[config.mk]
export PLATFORM = sky130hd
export DESIGN_NAME = udp_rx_decoder_flat
export DESIGN_NICKNAME = d
export VERILOG_FILES = /design/src/rtl/udp_rx_decoder_if.sv /design/src/rtl/udp_rx_decoder.sv /design/src/flat_wrapper.sv
export SDC_FILE = /design/constraint.sdc
export NUM_CORES = 1
export LEC_CHECK = 0
export ABC_AREA = 1
export CORE_ASPECT_RATIO = 1.4
export CORE_MARGIN = 3
export CORE_UTILIZATION = 54
export DETAILED_ROUTE_END_ITERATION = 8
export GPL_ROUTABILITY_DRIVEN = 0
export GPL_TIMING_DRIVEN = 0
export PLACE_DENSITY_LB_ADDON = 0.12
export SYNTH_ARGS = -nofsm -noshare
export SYNTH_HDL_FRONTEND = slang
export SYNTH_SLANG_ARGS = --single-unit
[constraint.sdc]
create_clock -name clk -period 10.3 [get_ports clk]
set_input_delay 1.03 -clock clk [delete_from_list [all_inputs] [get_ports clk]]
set_output_delay 1.03 -clock clk [all_outputs]
set_load 0.01 [all_outputs]
[src/rtl/udp_rx_decoder_if.sv]
// UDP receive decoder bus: segment words in, decoded header/payload/status out.
// Latency: n/a (signal bundle only).
// Backpressure: none; the decoder side never stalls the word stream.
interface udp_rx_decoder_if #(
  parameter int NUM_PORTS = 4
);
  logic [31:0]            data;
  logic                   start;
  logic [31:0]            src_ip;
  logic [31:0]            dest_ip;
  logic [16*NUM_PORTS-1:0] port_tbl;
  logic [15:0]            src_port_udp;
  logic [15:0]            dest_port_udp;
  logic [15:0]            len_udp_data;
  logic [31:0]            data_udp_out;
  logic                   wr_en_udp;
  logic [3:0]             byte_en;
  logic [NUM_PORTS-1:0]   port_hit;
  logic                   ok_udp;
  logic                   fin_udp;
  logic [2:0]             err_code;

  modport master (
    output data, start, src_ip, dest_ip, port_tbl,
    input  src_port_udp, dest_port_udp, len_udp_data, data_udp_out, wr_en_udp,
           byte_en, port_hit, ok_udp, fin_udp, err_code
  );

  modport slave (
    input  data, start, src_ip, dest_ip, port_tbl,
    output src_port_udp, dest_port_udp, len_udp_data, data_udp_out, wr_en_udp,
           byte_en, port_hit, ok_udp, fin_udp, err_code
  );
endinterface

[src/rtl/udp_rx_decoder.sv]
// Decodes a UDP segment: header capture, payload forwarding, length/checksum/port checks.
// Latency: payload word out 1 cycle after sampling; fin_udp 2 cycles after the last accepted word.
// Backpressure: none; payload words must be consumed on every wr_en_udp.
module udp_rx_decoder #(
  parameter int NUM_PORTS = 4,
  parameter int MAX_LEN   = 1480,
  parameter bit CHK_EN    = 1'b1
) (
  input  logic            clk,
  input  logic            reset,
  udp_rx_decoder_if.slave bus
);

  typedef enum logic [2:0] {IDLE, HDR1, PAYLOAD, CHECK, DONE} state_t;

  state_t               state;
  logic [31:0]          acc;
  logic [15:0]          cnt;
  logic [15:0]          csum_rx;
  logic [1:0]           rem;

  logic [NUM_PORTS-1:0] hit_nxt;
  logic [31:0]          w0_sum;
  logic [15:0]          len_f;
  logic [15:0]          words;
  logic [31:0]          pay_m;
  logic [31:0]          pay_mask;
  logic [3:0]           be_last;
  logic [16:0]          fold1;
  logic [15:0]          fold2;
  logic [2:0]           err_fin;

  // Destination-port match against every table entry (multi-hot allowed).
  always_comb begin
    hit_nxt = '0;
    for (int k = 0; k < NUM_PORTS; k++) begin
      hit_nxt[k] = (bus.port_tbl[16*k +: 16] == bus.data[15:0]);
    end
  end

  // Pseudo-header plus header word 0 seeds the accumulator; HDR1 length math; final-word masking.
  always_comb begin
    w0_sum = {16'b0, bus.src_ip[31:16]}  + {16'b0, bus.src_ip[15:0]}
           + {16'b0, bus.dest_ip[31:16]} + {16'b0, bus.dest_ip[15:0]}
           + 32'h0000_0011
           + {16'b0, bus.data[31:16]}    + {16'b0, bus.data[15:0]};
    len_f  = bus.data[31:16];
    // ceil((len-8)/4) == (len-5)>>2, only used when len > 8
    words  = (len_f - 16'd5) >> 2;
    case (rem)
      2'd1:    begin be_last = 4'b1000; pay_mask = 32'hFF00_0000; end
      2'd2:    begin be_last = 4'b1100; pay_mask = 32'hFFFF_0000; end
      2'd3:    begin be_last = 4'b1110; pay_mask = 32'hFFFF_FF00; end
      default: begin be_last = 4'b1111; pay_mask = 32'hFFFF_FFFF; end
    endcase
    pay_m = (cnt == 16'd1) ? (bus.data & pay_mask) : bus.data;
  end

  // End-around carry folded twice, then first-error-wins status resolution.
  always_comb begin
    fold1 = {1'b0, acc[31:16]} + {1'b0, acc[15:0]};
    fold2 = fold1[15:0] + {15'b0, fold1[16]};
    if (bus.err_code != 3'd0)
      err_fin = bus.err_code;
    else if (CHK_EN && (csum_rx != 16'h0000) && (fold2 != 16'hFFFF))
      err_fin = 3'd4;
    else if (bus.port_hit == '0)
      err_fin = 3'd5;
    else
      err_fin = 3'd0;
  end

  // Segment FSM with registered outputs; DONE may start the next segment directly.
  always_ff @(posedge clk or negedge reset) begin
    if (!reset) begin
      state             <= IDLE;
      acc               <= '0;
      cnt               <= '0;
      csum_rx           <= '0;
      rem               <= '0;
      bus.src_port_udp  <= '0;
      bus.dest_port_udp <= '0;
      bus.len_udp_data  <= '0;
      bus.data_udp_out  <= '0;
      bus.wr_en_udp     <= 1'b0;
      bus.byte_en       <= '0;
      bus.port_hit      <= '0;
      bus.ok_udp        <= 1'b0;
      bus.fin_udp       <= 1'b0;
      bus.err_code      <= '0;
    end else begin
      bus.wr_en_udp <= 1'b0;
      bus.fin_udp   <= 1'b0;
      case (state)
        IDLE, DONE: begin
          if (bus.start) begin
            bus.src_port_udp  <= bus.data[31:16];
            bus.dest_port_udp <= bus.data[15:0];
            bus.port_hit      <= hit_nxt;
            bus.len_udp_data  <= '0;
            bus.err_code      <= '0;
            bus.ok_udp        <= 1'b0;
            acc               <= w0_sum;
            state             <= HDR1;
          end else begin
            state <= IDLE;
          end
        end
        HDR1: begin
          if (!bus.start) begin
            bus.err_code <= 3'd3;
            state        <= CHECK;
          end else begin
            bus.len_udp_data <= len_f - 16'd8;
            csum_rx          <= bus.data[15:0];
            rem              <= len_f[1:0];
            // length appears in both the pseudo-header and the UDP header
            acc              <= acc + {16'b0, len_f} + {16'b0, len_f} + {16'b0, bus.data[15:0]};
            if (len_f < 16'd8) begin
              bus.err_code <= 3'd1;
              state        <= CHECK;
            end else if (len_f > 16'(MAX_LEN)) begin
              bus.err_code <= 3'd2;
              state        <= CHECK;
            end else if (len_f == 16'd8) begin
              state <= CHECK;
            end else begin
              cnt   <= words;
              state <= PAYLOAD;
            end
          end
        end
        PAYLOAD: begin
          if (!bus.start) begin
            bus.err_code <= 3'd3;
            state        <= CHECK;
          end else begin
            bus.data_udp_out <= bus.data;
            bus.wr_en_udp    <= 1'b1;
            bus.byte_en      <= (cnt == 16'd1) ? be_last : 4'hF;
            acc              <= acc + {16'b0, pay_m[31:16]} + {16'b0, pay_m[15:0]};
            cnt              <= cnt - 16'd1;
            if (cnt == 16'd1) state <= CHECK;
          end
        end
        CHECK: begin
          bus.err_code <= err_fin;
          bus.ok_udp   <= (err_fin == 3'd0);
          bus.fin_udp  <= 1'b1;
          state        <= DONE;
        end
        default: state <= IDLE;
      endcase
    end
  end

endmodule

[src/flat_wrapper.sv]
// flat-port wrapper written by rule: the top's interface ports become plain ports
module udp_rx_decoder_flat 
#(
  parameter int NUM_PORTS = 4,
  parameter int MAX_LEN   = 1480,
  parameter bit CHK_EN    = 1'b1
)
  (clk, reset, bus_data, bus_start, bus_src_ip, bus_dest_ip, bus_port_tbl, bus_src_port_udp, bus_dest_port_udp, bus_len_udp_data, bus_data_udp_out, bus_wr_en_udp, bus_byte_en, bus_port_hit, bus_ok_udp, bus_fin_udp, bus_err_code);
  udp_rx_decoder_if #(.NUM_PORTS(NUM_PORTS)) bus_i ();
  input  logic clk;
  input  logic reset;
  input wire logic [$bits(bus_i.data)-1:0] bus_data;
  input wire logic [$bits(bus_i.start)-1:0] bus_start;
  input wire logic [$bits(bus_i.src_ip)-1:0] bus_src_ip;
  input wire logic [$bits(bus_i.dest_ip)-1:0] bus_dest_ip;
  input wire logic [$bits(bus_i.port_tbl)-1:0] bus_port_tbl;
  output wire logic [$bits(bus_i.src_port_udp)-1:0] bus_src_port_udp;
  output wire logic [$bits(bus_i.dest_port_udp)-1:0] bus_dest_port_udp;
  output wire logic [$bits(bus_i.len_udp_data)-1:0] bus_len_udp_data;
  output wire logic [$bits(bus_i.data_udp_out)-1:0] bus_data_udp_out;
  output wire logic [$bits(bus_i.wr_en_udp)-1:0] bus_wr_en_udp;
  output wire logic [$bits(bus_i.byte_en)-1:0] bus_byte_en;
  output wire logic [$bits(bus_i.port_hit)-1:0] bus_port_hit;
  output wire logic [$bits(bus_i.ok_udp)-1:0] bus_ok_udp;
  output wire logic [$bits(bus_i.fin_udp)-1:0] bus_fin_udp;
  output wire logic [$bits(bus_i.err_code)-1:0] bus_err_code;
  assign bus_i.data = bus_data;
  assign bus_i.start = bus_start;
  assign bus_i.src_ip = bus_src_ip;
  assign bus_i.dest_ip = bus_dest_ip;
  assign bus_i.port_tbl = bus_port_tbl;
  assign bus_src_port_udp = bus_i.src_port_udp;
  assign bus_dest_port_udp = bus_i.dest_port_udp;
  assign bus_len_udp_data = bus_i.len_udp_data;
  assign bus_data_udp_out = bus_i.data_udp_out;
  assign bus_wr_en_udp = bus_i.wr_en_udp;
  assign bus_byte_en = bus_i.byte_en;
  assign bus_port_hit = bus_i.port_hit;
  assign bus_ok_udp = bus_i.ok_udp;
  assign bus_fin_udp = bus_i.fin_udp;
  assign bus_err_code = bus_i.err_code;
  udp_rx_decoder #(.NUM_PORTS(NUM_PORTS), .MAX_LEN(MAX_LEN), .CHK_EN(CHK_EN)) u_core (.clk(clk), .reset(reset), .bus(bus_i));
endmodule
==> results.json, run 1 <==
{
  "outcome": "finished clean",
  "power.switching_mw": 3.024,
  "setup_viol_count_final": 0,
  "wire_per_inst_um": 19.06,
  "route.final.wire_length_um": 52140,
  "first_pass_grt_wire_length_um": 81900,
  "grt_overflow": 0,
  "multi_input_comb_area_um2": 9540,
  "maxSlewHeadroom": 0.4328,
  "critPathMostFrequentCell": "nand2_1",
  "worstSetupPathType": "primary input to flip-flop",
  "antenna_left": 0,
  "gate_power_share": 0.679,
  "synth-async-reset-ratio": 1.000,
  "register_area_um2": 4079,
  "io_buffer_count": 256,
  "place_inst": 2704,
  "p_per_area_nw_per_um2": 307.7,
  "ys.flop_type": "dfrtp_1",
  "cts-root-buf": "clkbuf_16",
  "maximum_number_of_pins_on_one_net_before_global_route_repair": 102,
  "fin_ws_ps": 3491,
  "clkLatencyLatePin_ps": 450,
  "finalHoldViolCount": 0,
  "synth.cell_area_um2": 15170,
  "diodes": 0,
  "cts.hold.buffers_added": 0,
  "synth.area.top_cells": "dfrtp_1 (27%), fa_1 (11%), nand2_1 (11%)",
  "dp_worst_setup_slack_ps": 3164,
  "ir_drop_uv": 187.6,
  "drt_drc_violations_left": 0,
  "cts_tree": "yes",
  "overall_global_routing_usage": 0.3461,
  "nets": 2708,
  "seq_area_frac_synth": 0.2688,
  "post-route-period-util": 0.6611,
  "final_period_minus_worst_setup_slack_ps": 6809,
  "synth_top_area_share": 0.2688,
  "floorplan.core_area_um2": 27660,
  "cap_viol_max_count": 0,
  "layout.cells.non_filler": 2736,
  "route.detailed.vias_per_inst": 5.780,
  "cts_repair_resize_count": 0,
  "avgSynthCellArea_um2": 7.305,
  "grt_pass1_vias": 15899,
  "number_of_search_and_repair_iterations_in_the_first_detailed_routing_pass": 6,
  "netlist.top_cell.by_area": "dfrtp_1",
  "worstPathMaxFanout": 5,
  "cts_buffer_depth": 2,
  "swShare": 0.5212,
  "num_io_pins": 257,
  "synth.distinct_cells": 54,
  "mappedNetlistNets": 2432,
  "cts.clk_slew.worst_paths_ps": 80,
  "startpoint_class": "primary input",
  "fmax_mhz": 146.9,
  "worst_clock_skew_ps": 9.331,
  "vias": 15815,
  "num_rows": 72,
  "die_w_um": 147.7,
  "synth_seq_cells": 163,
  "biggest_cell_delay_along_the_critical_path_ps": 550,
  "htree_levels": 4,
  "numCtsBuffers": 17,
  "critPathArrivalTime_ps": 7130,
  "synthCells": 2077,
  "die_area_um2": 30170,
  "antenna_found_initial": 0,
  "synth_edf_count": 0,
  "die_y_um": 204.3,
  "n_fill_cell": 2445,
  "dr.first_iter.drc_count": 1105,
  "hp-class": "flip-flop to flip-flop",
  "place_hpwl_um": 41810,
  "synthesis.yosys.warnings": 0,
  "utilization": 0.6818,
  "drv_slew": 0,
  "worst-slew-pin-transition_ps": 850.8,
  "seqPwrFrac": 0.206,
  "unrepaired_setup_endpoints_after_global_routing": "no",
  "power.leakage_nw": 9.164,
  "cp_data_required_time_ps": 10620,
  "starting_density_of_the_core": 0.5486,
  "cp_slowest_cell": "fa_1",
  "final_layout_size_suffix_gt1_frac": 0.04142,
  "intPower_mw": 2.778,
  "numClockSinks": 163,
  "power.share.clock": 0.116,
  "cts_post_setup_buffers_inserted": 0,
  "endpoint_kind": "flip-flop",
  "setup-tns-final_ps": 0,
  "area_growth_syn_to_layout_pct": 24.29
}
synthesized netlist by cell type (7+ instances only):
master    number
inv_1        346
a31oi_1       11
nand4_1       26
o221ai_1       7
nand2_1      442
clkbuf_1      41
o31ai_1       10
nand2_2       11
nor2_2        11
o21ai_0      184
fa_1          83
nor2_1       158
or2_2         15
a41oi_1        7
nor3_1        20
nor4_1        20
o22ai_1        8
ha_1         109
o21ai_1       20
o21bai_1       7
xor2_1        40
xnor2_1       30
dfrtp_1      163
nand3_1      111
a21oi_1      126
layout by cell type (no fill, tap or decap), types with 40 or more instances in the layout:
cell type        synthesis  layout
inv_1                  346     346
nor2_1                 158     158
nand2_1                442     442
clkdlybuf4s50_1          0     255
ha_1                   109     109
fa_1                    83      83
xor2_1                  40      40
o21ai_0                184     184
dfrtp_1                163     163
a21oi_1                126     126
nand3_1                111     111
clkbuf_1                41      41
through the flow:
stage | power, mW | hold slack (ps) | cell area, um^2
finish | 5.803 | 477.2 | 18860
global route | 6.347 | 510.5 | 18860
CTS | 5.733 | 474.8 | 18860
detailed placement | 5.038 | 458.1 | 18230
global placement | 4.922 | 452.1 | 18200
floorplan | 3.767 | 453.4 | 15170
state kept, by name, indices dropped and copies added, names as in the netlist:
signal	flops
u_core.csum_rx	16
u_core.state	3
u_core.bus.byte_en	4
u_core.bus.ok_udp	1
u_core.bus.port_hit	4
u_core.acc	32
u_core.cnt	16
u_core.bus.src_port_udp	16
u_core.bus.data_udp_out	32
u_core.bus.wr_en_udp	1
u_core.bus.len_udp_data	16
u_core.bus.dest_port_udp	16
u_core.rem	2
u_core.bus.fin_udp	1
u_core.bus.err_code	3
area by class of cell:
type,instances,share of cell area
clock inverters,15,0.01068
clock buffers,17,0.02256
plain buffers,51,0.01174
multi-input cells,1509,0.5059
well taps,370,0.02455
flip-flops and latches,163,0.2163
repair buffers,257,0.1376
inverters,354,0.07060
power groups by stage:
stage,registers [mW],logic [mW],clock network [mW]
CTS,1.18,3.88,0.671
finish,1.19,3.94,0.672
global route,1.21,4.44,0.698
detailed placement,1.19,3.85,0
floorplan,1.17,2.60,0
global placement,1.18,3.74,0
critical path: cells and delay by family:
kind	cells	cell delay, ps
adders and majority gates	6	2470
and+or+nand+nor	11	1450
AOI/OAI and AO/OA	7	1340
buffers and inverters	4	610
xor gates and xnor gates	2	220
cells by family after synthesis:
family | after synthesis | share of synthesized area
AO/OA/AOI/OAI | 418 | 0.1545
XOR/XNOR | 70 | 0.04041
adder cells (fa/ha/maj) | 192 | 0.1994
buffers and inverters | 405 | 0.1023
flip-flops | 163 | 0.2688
AND/OR/NAND/NOR | 829 | 0.2345
path summary, 6_finish.rpt:
path                                                    from                                 endpoint  slack, ps  cells past startpoint
max in group asynchronous                              reset               u_core.acc[12]$_DFFE_PN0P_       8900                      2
min                        u_core.bus.byte_en[3]$_DFFE_PN0P_        u_core.bus.byte_en[3]$_DFFE_PN0P_        480                      1
max                                            bus_src_ip[0]               u_core.acc[17]$_DFFE_PN0P_       3490                     30
max reg2reg                        u_core.cnt[8]$_DFFE_PN0P_               u_core.acc[27]$_DFFE_PN0P_       5320                     24
min reg2reg                u_core.bus.byte_en[3]$_DFFE_PN0P_        u_core.bus.byte_en[3]$_DFFE_PN0P_        480                      1
min in group asynchronous                              reset  u_core.bus.data_udp_out[20]$_DFFE_PN0P_        500                      1
layer usage:
metal | track usage | part of all wire
met1 | 0.3699 | 0.34
met2 | 0.6003 | 0.49
met3 | 0.06988 | 0.089
met4 | 0.2585 | 0.088
met5 | 0 | 0
Power figures use the tool's default switching activity.
==> run 2, diff against run 1 <==
--- a/config.mk
+++ b/config.mk
@@ -8,7 +8,7 @@
 export ABC_AREA = 1
 export CORE_ASPECT_RATIO = 1.4
 export CORE_MARGIN = 3
-export CORE_UTILIZATION = 54
+export CORE_UTILIZATION = 50
 export DETAILED_ROUTE_END_ITERATION = 8
 export GPL_ROUTABILITY_DRIVEN = 0
 export GPL_TIMING_DRIVEN = 0
==> constraint.sdc (replaced) <==
create_clock -name clk -period 6.1 [get_ports clk]
set_input_delay 0.61 -clock clk [delete_from_list [all_inputs] [get_ports clk]]
set_output_delay 0.61 -clock clk [all_outputs]
set_load 0.01 [all_outputs]
==> run 2 against run 1 <==
Non-clock buffer count up 3; die area up 7.7%; core utilization down 4.0 points; clock power up 74%; largest cell class unchanged; critical endpoint unchanged; global-route usage down 2.5 points; final area up 0.46%; sequential power up 70%; highest routed layer unchanged; total power up 70%; sequential share of layout area down 0.099 points.
==> results.json, run 2 (synthesis results as in run 1) <==
{
  "globalRoute.busiestLayer": "met2",
  "worstPathMaxFanout": 5,
  "cts_buffer_depth": 2,
  "nets": 2711,
  "final_layout_size_suffix_gt1_frac": 0.04601,
  "number_of_search_and_repair_iterations_in_the_first_detailed_routing_pass": 6,
  "diodes": 0,
  "whs_ps": 61.88,
  "cts.clk_slew.worst_paths_ps": 70,
  "cts_tree": "yes",
  "place_inst": 2714,
  "biggest_cell_delay_along_the_critical_path_ps": 540,
  "grt_use_met3": 0.05152,
  "final_cell_area_um2": 18940,
  "top_regs": "u_core.acc: 32 flops, u_core.bus.data_udp_out: 32 flops",
  "cts-root-buf": "clkbuf_16",
  "critPathLaunch": "bus_src_ip[0]",
  "dr.first_iter.drc_count": 1178,
  "grt_pass1_vias": 15458,
  "intPower_mw": 4.792,
  "drt_drc_violations_left": 0,
  "seqPwrFrac": 0.204,
  "drv_slew": 0,
  "outcome": "finished clean",
  "setup-tns-final_ps": 0,
  "clkLatencyLatePin_ps": 460,
  "area_growth_syn_to_layout_pct": 24.86,
  "antenna_left": 0,
  "power.switching_mw": 5.079,
  "die_y_um": 212.1,
  "critPathArrivalTime_ps": 6060,
  "hp-class": "primary input to async pin",
  "die_w_um": 153.2,
  "wire_per_inst_um": 19.10,
  "first_pass_grt_wire_length_um": 81810,
  "cts.hold.buffers_added": 0,
  "endpoint_kind": "flip-flop",
  "met1_usage": 0.3542,
  "postPlaceCellArea_um2": 18240,
  "place_hpwl_um": 42190,
  "rr_startpoint": "u_core.cnt[8]$_DFFE_PN0P_",
  "power.leakage_nw": 9.188,
  "numCtsBuffers": 17,
  "htree_levels": 4,
  "antenna_found_initial": 0,
  "critPathMostFrequentCell": "nand2_1",
  "post-route-period-util": 0.9407,
  "p_per_area_nw_per_um2": 521.1,
  "floorplan.core_area_um2": 29540,
  "final_period_minus_worst_setup_slack_ps": 5738,
  "gr-usage-met2": 0.5888,
  "route.final.wire_length_um": 52500,
  "layout.cells.non_filler": 2749,
  "internal_reg_to_reg_setup_slack_ps": 1210,
  "maxSlewHeadroom": 0.4381,
  "vias": 15751,
  "io_buffer_count": 256,
  "startpoint_class": "primary input",
  "num_io_pins": 257,
  "worstSetupPathType": "primary input to flip-flop",
  "maximum_number_of_pins_on_one_net_before_global_route_repair": 115,
  "numClockSinks": 163,
  "die_area_um2": 32500,
  "cp_data_required_time_ps": 6420,
  "worst_clock_skew_ps": 9.796,
  "worst-slew-pin-transition_ps": 842.8,
  "cap_viol_max_count": 0,
  "finalHoldViolCount": 0,
  "fmax_mhz": 174.3,
  "gate_power_share": 0.677,
  "num_rows": 74,
  "power.share.clock": 0.118,
  "route.detailed.vias_per_inst": 5.730,
  "ir_drop_uv": 300.0,
  "starting_density_of_the_core": 0.5137,
  "grt_overflow": 0,
  "cp_slowest_cell": "fa_1",
  "swShare": 0.5146,
  "mostFrequentLayoutCell": "nand2_1",
  "overall_global_routing_usage": 0.3206,
  "most-common-layout-cells": "nand2_1 (441), inv_1 (346), clkdlybuf4s50_1 (255), o21ai_0 (184), dfrtp_1 (163)",
  "utilization": 0.6414,
  "setup_viol_count_final": 0
}
==> run 2: final timing paths <==
kind | end | cells after the start
setup / recovery | u_core.acc[17]$_DFFE_PN0P_ | 30
hold / removal | u_core.bus.data_udp_out[21]$_DFFE_PN0P_ | 1
setup reg to reg | u_core.acc[27]$_DFFE_PN0P_ | 24
hold reg to reg | u_core.bus.byte_en[1]$_DFFE_PN0P_ | 2
max in group asynchronous | u_core.acc[10]$_DFFE_PN0P_ | 2
min in group clk | u_core.bus.byte_en[1]$_DFFE_PN0P_ | 2
==> run 2: power groups by stage <==
stage          sequential [mW]  clock [mW]  combinational, mW
6_report                  2.02        1.17               6.68
5_1_grt                   2.05        1.22               7.52
2_1_floorplan             1.98           0               4.38
3_3_place_gp              2.00           0               6.36
3_5_place_dp              2.01           0               6.53
4_1_cts                   1.99        1.18               6.58
==> run 2: layer usage <==
metal | wire length (um) | vias up
li1 | - | 7321
met1 | 18720 | 7462
met2 | 26740 | 776
met3 | 3895 | 192
met4 | 3151 | 0
met5 | 0 | -
==> run 2: what timing repair did <==
| item | CTS | global route |
|---|---|---|
| pin swaps | 3 | 4 |
| hold endpoints to repair | 0 | 0 |
| gates resized for setup | 2 | 6 |
| setup buffers | 2 | 1 |
| setup endpoints to repair | 2 | 4 |
==> run 2: layout make-up <==
cell class                      instances  area (um^2)
Clock inverter                         15        211.5
Sequential cell                       163         4079
Clock buffer                           17        425.4
Tap cell                              380        475.5
Fill cell                            2675        10590
Buffer                                 51        221.5
Multi-Input combinational cell       1509         9582
Inverter                              354         1331
Timing Repair Buffer                  260         2618
==> run 2: critical path: cells and delay by family <==
| family | cells | cell delay, ps |
|---|---|---|
| compound gates | 7 | 990 |
| xor+xnor | 2 | 360 |
| fa+ha+maj | 6 | 2280 |
| buf+inv | 4 | 650 |
| simple gates | 11 | 1140 |
==> run 2: stage by stage <==
stage / power (mW) / worst slack [ps]
after floorplan: 6.360 / 551.1
final: 9.871 / 361.8
after detailed placement: 8.537 / -627.0
after CTS: 9.750 / 31.86
after global placement: 8.355 / -2410
after global routing: 10.78 / -3.840
==> run 3, diff against run 2 <==
--- a/config.mk
+++ b/config.mk
@@ -8,7 +8,9 @@
 export ABC_AREA = 1
 export CORE_ASPECT_RATIO = 1.4
 export CORE_MARGIN = 3
-export CORE_UTILIZATION = 50
+export CORE_UTILIZATION = 51
+export CTS_BUF_LIST = sky130_fd_sc_hd__clkbuf_4
+export CTS_CLUSTER_DIAMETER = 60
 export DETAILED_ROUTE_END_ITERATION = 8
 export GPL_ROUTABILITY_DRIVEN = 0
 export GPL_TIMING_DRIVEN = 0
==> run 3 against run 2 <==
Sequential cell count is the same; die area down 1.9%; clock power down 38%; critical path depth unchanged; clock-buffer cell count is the same; first-iteration DRC count fell by 11%; fmax increased by 0.26%; core utilization is 0.49 points lower; clock skew is 18 ps higher; worst setup slack improved by 15 ps; non-clock buffer count fell by 2; wire length decreased by 0.31%; critical endpoint unchanged.
==> results.json, run 3 (synthesis results as in run 1) <==
{
  "outcome": "finished clean",
  "critPathArrivalTime_ps": 6270,
  "p_per_area_nw_per_um2": 505.2,
  "maxSlewHeadroom": 0.4199,
  "biggest_cell_delay_along_the_critical_path_ps": 540,
  "first_pass_grt_wire_length_um": 81080,
  "area_growth_syn_to_layout_pct": 22.74,
  "worst-slew-pin-transition_ps": 870.1,
  "floorplan.core_area_um2": 29260,
  "most-common-layout-cells": "nand2_1 (442), inv_1 (346), clkdlybuf4s50_1 (255), o21ai_0 (184), dfrtp_1 (163)",
  "numCtsBuffers": 17,
  "worstSetupPathType": "primary input to flip-flop",
  "drv_slew": 0,
  "endpoint_kind": "flip-flop",
  "cts.clk_slew.worst_paths_ps": 200,
  "setup_viol_count_final": 0,
  "nets": 2709,
  "dr.first_iter.drc_count": 1046,
  "number_of_search_and_repair_iterations_in_the_first_detailed_routing_pass": 7,
  "io_buffer_count": 256,
  "grt_overflow": 0,
  "grt_pass1_vias": 15462,
  "place_hpwl_um": 42210,
  "cts_tree": "yes",
  "cts_post_setup_buffers_inserted": 0,
  "vias": 15698,
  "overall_global_routing_usage": 0.3282,
  "worst_clock_skew_ps": 28.10,
  "unrepaired_setup_endpoints_after_global_routing": "no",
  "hp-class": "primary input to async pin",
  "htree_levels": 4,
  "p_total_mw": 9.408,
  "cts_buffer_depth": 2,
  "startpoint_class": "primary input",
  "final_layout_size_suffix_gt1_frac": 0.04436,
  "finalHoldViolCount": 0,
  "numClockSinks": 163,
  "cts-root-buf": "clkbuf_4",
  "die_area_um2": 31880,
  "cap_viol_max_count": 0,
  "num_rows": 74,
  "fmax_mhz": 174.7,
  "worstPathMaxFanout": 5,
  "antenna_found_initial": 1,
  "num_io_pins": 257,
  "utilization": 0.6365,
  "cp_data_required_time_ps": 6650,
  "route.detailed.vias_per_inst": 5.713,
  "post-route-period-util": 0.9382,
  "antenna_left": 0,
  "cp_slowest_cell": "fa_1",
  "clkLatencyLatePin_ps": 650,
  "power.leakage_nw": 9.040,
  "route.final.wire_length_um": 52340,
  "ir_drop_uv": 302.1,
  "die_w_um": 151.8,
  "drt_drc_violations_left": 0,
  "mostFrequentLayoutCell": "nand2_1",
  "critPathMostFrequentCell": "nand2_1",
  "top_regs": "u_core.acc: 32 flops, u_core.bus.data_udp_out: 32 flops",
  "die_y_um": 210.1,
  "maximum_number_of_pins_on_one_net_before_global_route_repair": 100,
  "final_period_minus_worst_setup_slack_ps": 5723,
  "starting_density_of_the_core": 0.5186,
  "wire_per_inst_um": 19.05
}
## run 3: cell count changes in the layout (fill, tap and decap cells not counted), sizes merged
cell,delta
bufinv,-2
dlygate4sd3,+1
diode,+1
clkinv,+2
buf,-3
## run 3: per-stage QoR
stage / hold slack (ps) / setup slack, ps / TNS (ps) / std cells / area (um^2)
final: 466.3 / 376.9 / 0 / 2748 / 18620
after global routing: 482.0 / 39.82 / 0 / 2748 / 18620
after CTS: 452.4 / 110.1 / 0 / 2747 / 18590
after detailed placement: 462.6 / -610.9 / -1378 / 2714 / 18240
after global placement: 453.7 / -2382 / -384930 / 2713 / 18210
after floorplan: 314.4 / 551.1 / 0 / 2077 / 15170
## run 3: power by group
| group | switching, mW | total [mW] | internal [mW] | leakage, nW |
|---|---|---|---|---|
| clock | 0.524 | 0.730 | 0.206 | 0.172 |
| combinational | 4.08 | 6.66 | 2.58 | 6.83 |
| sequential | 0.467 | 2.02 | 1.55 | 2.04 |
## run 3: what timing repair did
action                                 4_1_cts  5_1_grt
endpoints found under the hold margin       64        0
hold buffers                                 1        0
gates resized for setup                      0        7
setup endpoints to repair                    0        2
## run 3: path summary, 6_finish.rpt
path / start / end / slack (ps) / cells past startpoint
max in group asynchronous: reset / u_core.acc[23]$_DFFE_PN0P_ / 4710 / 3
hold / removal: reset / u_core.bus.src_port_udp[3]$_DFFE_PN0P_ / 470 / 2
setup reg to reg: u_core.cnt[8]$_DFFE_PN0P_ / u_core.acc[27]$_DFFE_PN0P_ / 1230 / 24
hold reg to reg: u_core.bus.byte_en[3]$_DFFE_PN0P_ / u_core.bus.byte_en[3]$_DFFE_PN0P_ / 500 / 1
setup / recovery: bus_src_ip[0] / u_core.acc[17]$_DFFE_PN0P_ / 380 / 30
min in group clk: u_core.bus.byte_en[3]$_DFFE_PN0P_ / u_core.bus.byte_en[3]$_DFFE_PN0P_ / 500 / 1
## run 3: cell type report
class                   count  area (um^2)
fillers                  2744        10640
repair buffers            258         2605
multi-input cells        1509         9573
inverters                 354         1331
plain buffers              51        221.5
diodes                      1        2.502
clock inverters            15        206.4
flip-flops and latches    163         4079
well taps                 380        475.5
clock buffers              17        127.6
## run 3: critical path: cells and delay by family
family | cells | cell delay (ps)
adder cells (fa/ha/maj) | 6 | 2280
AND/OR/NAND/NOR | 11 | 1290
AO/OA/AOI/OAI | 7 | 1070
XOR/XNOR | 2 | 370
buffers and inverters | 4 | 660
## run 3: per-layer routing
layer	global-route usage	routed length, um	vias up
met4	0.2047	3703	0
li1	-	-	7324
met3	0.04882	4267	228
met2	0.5749	26090	753
met1	0.3702	18280	7393
met5	0	0	-
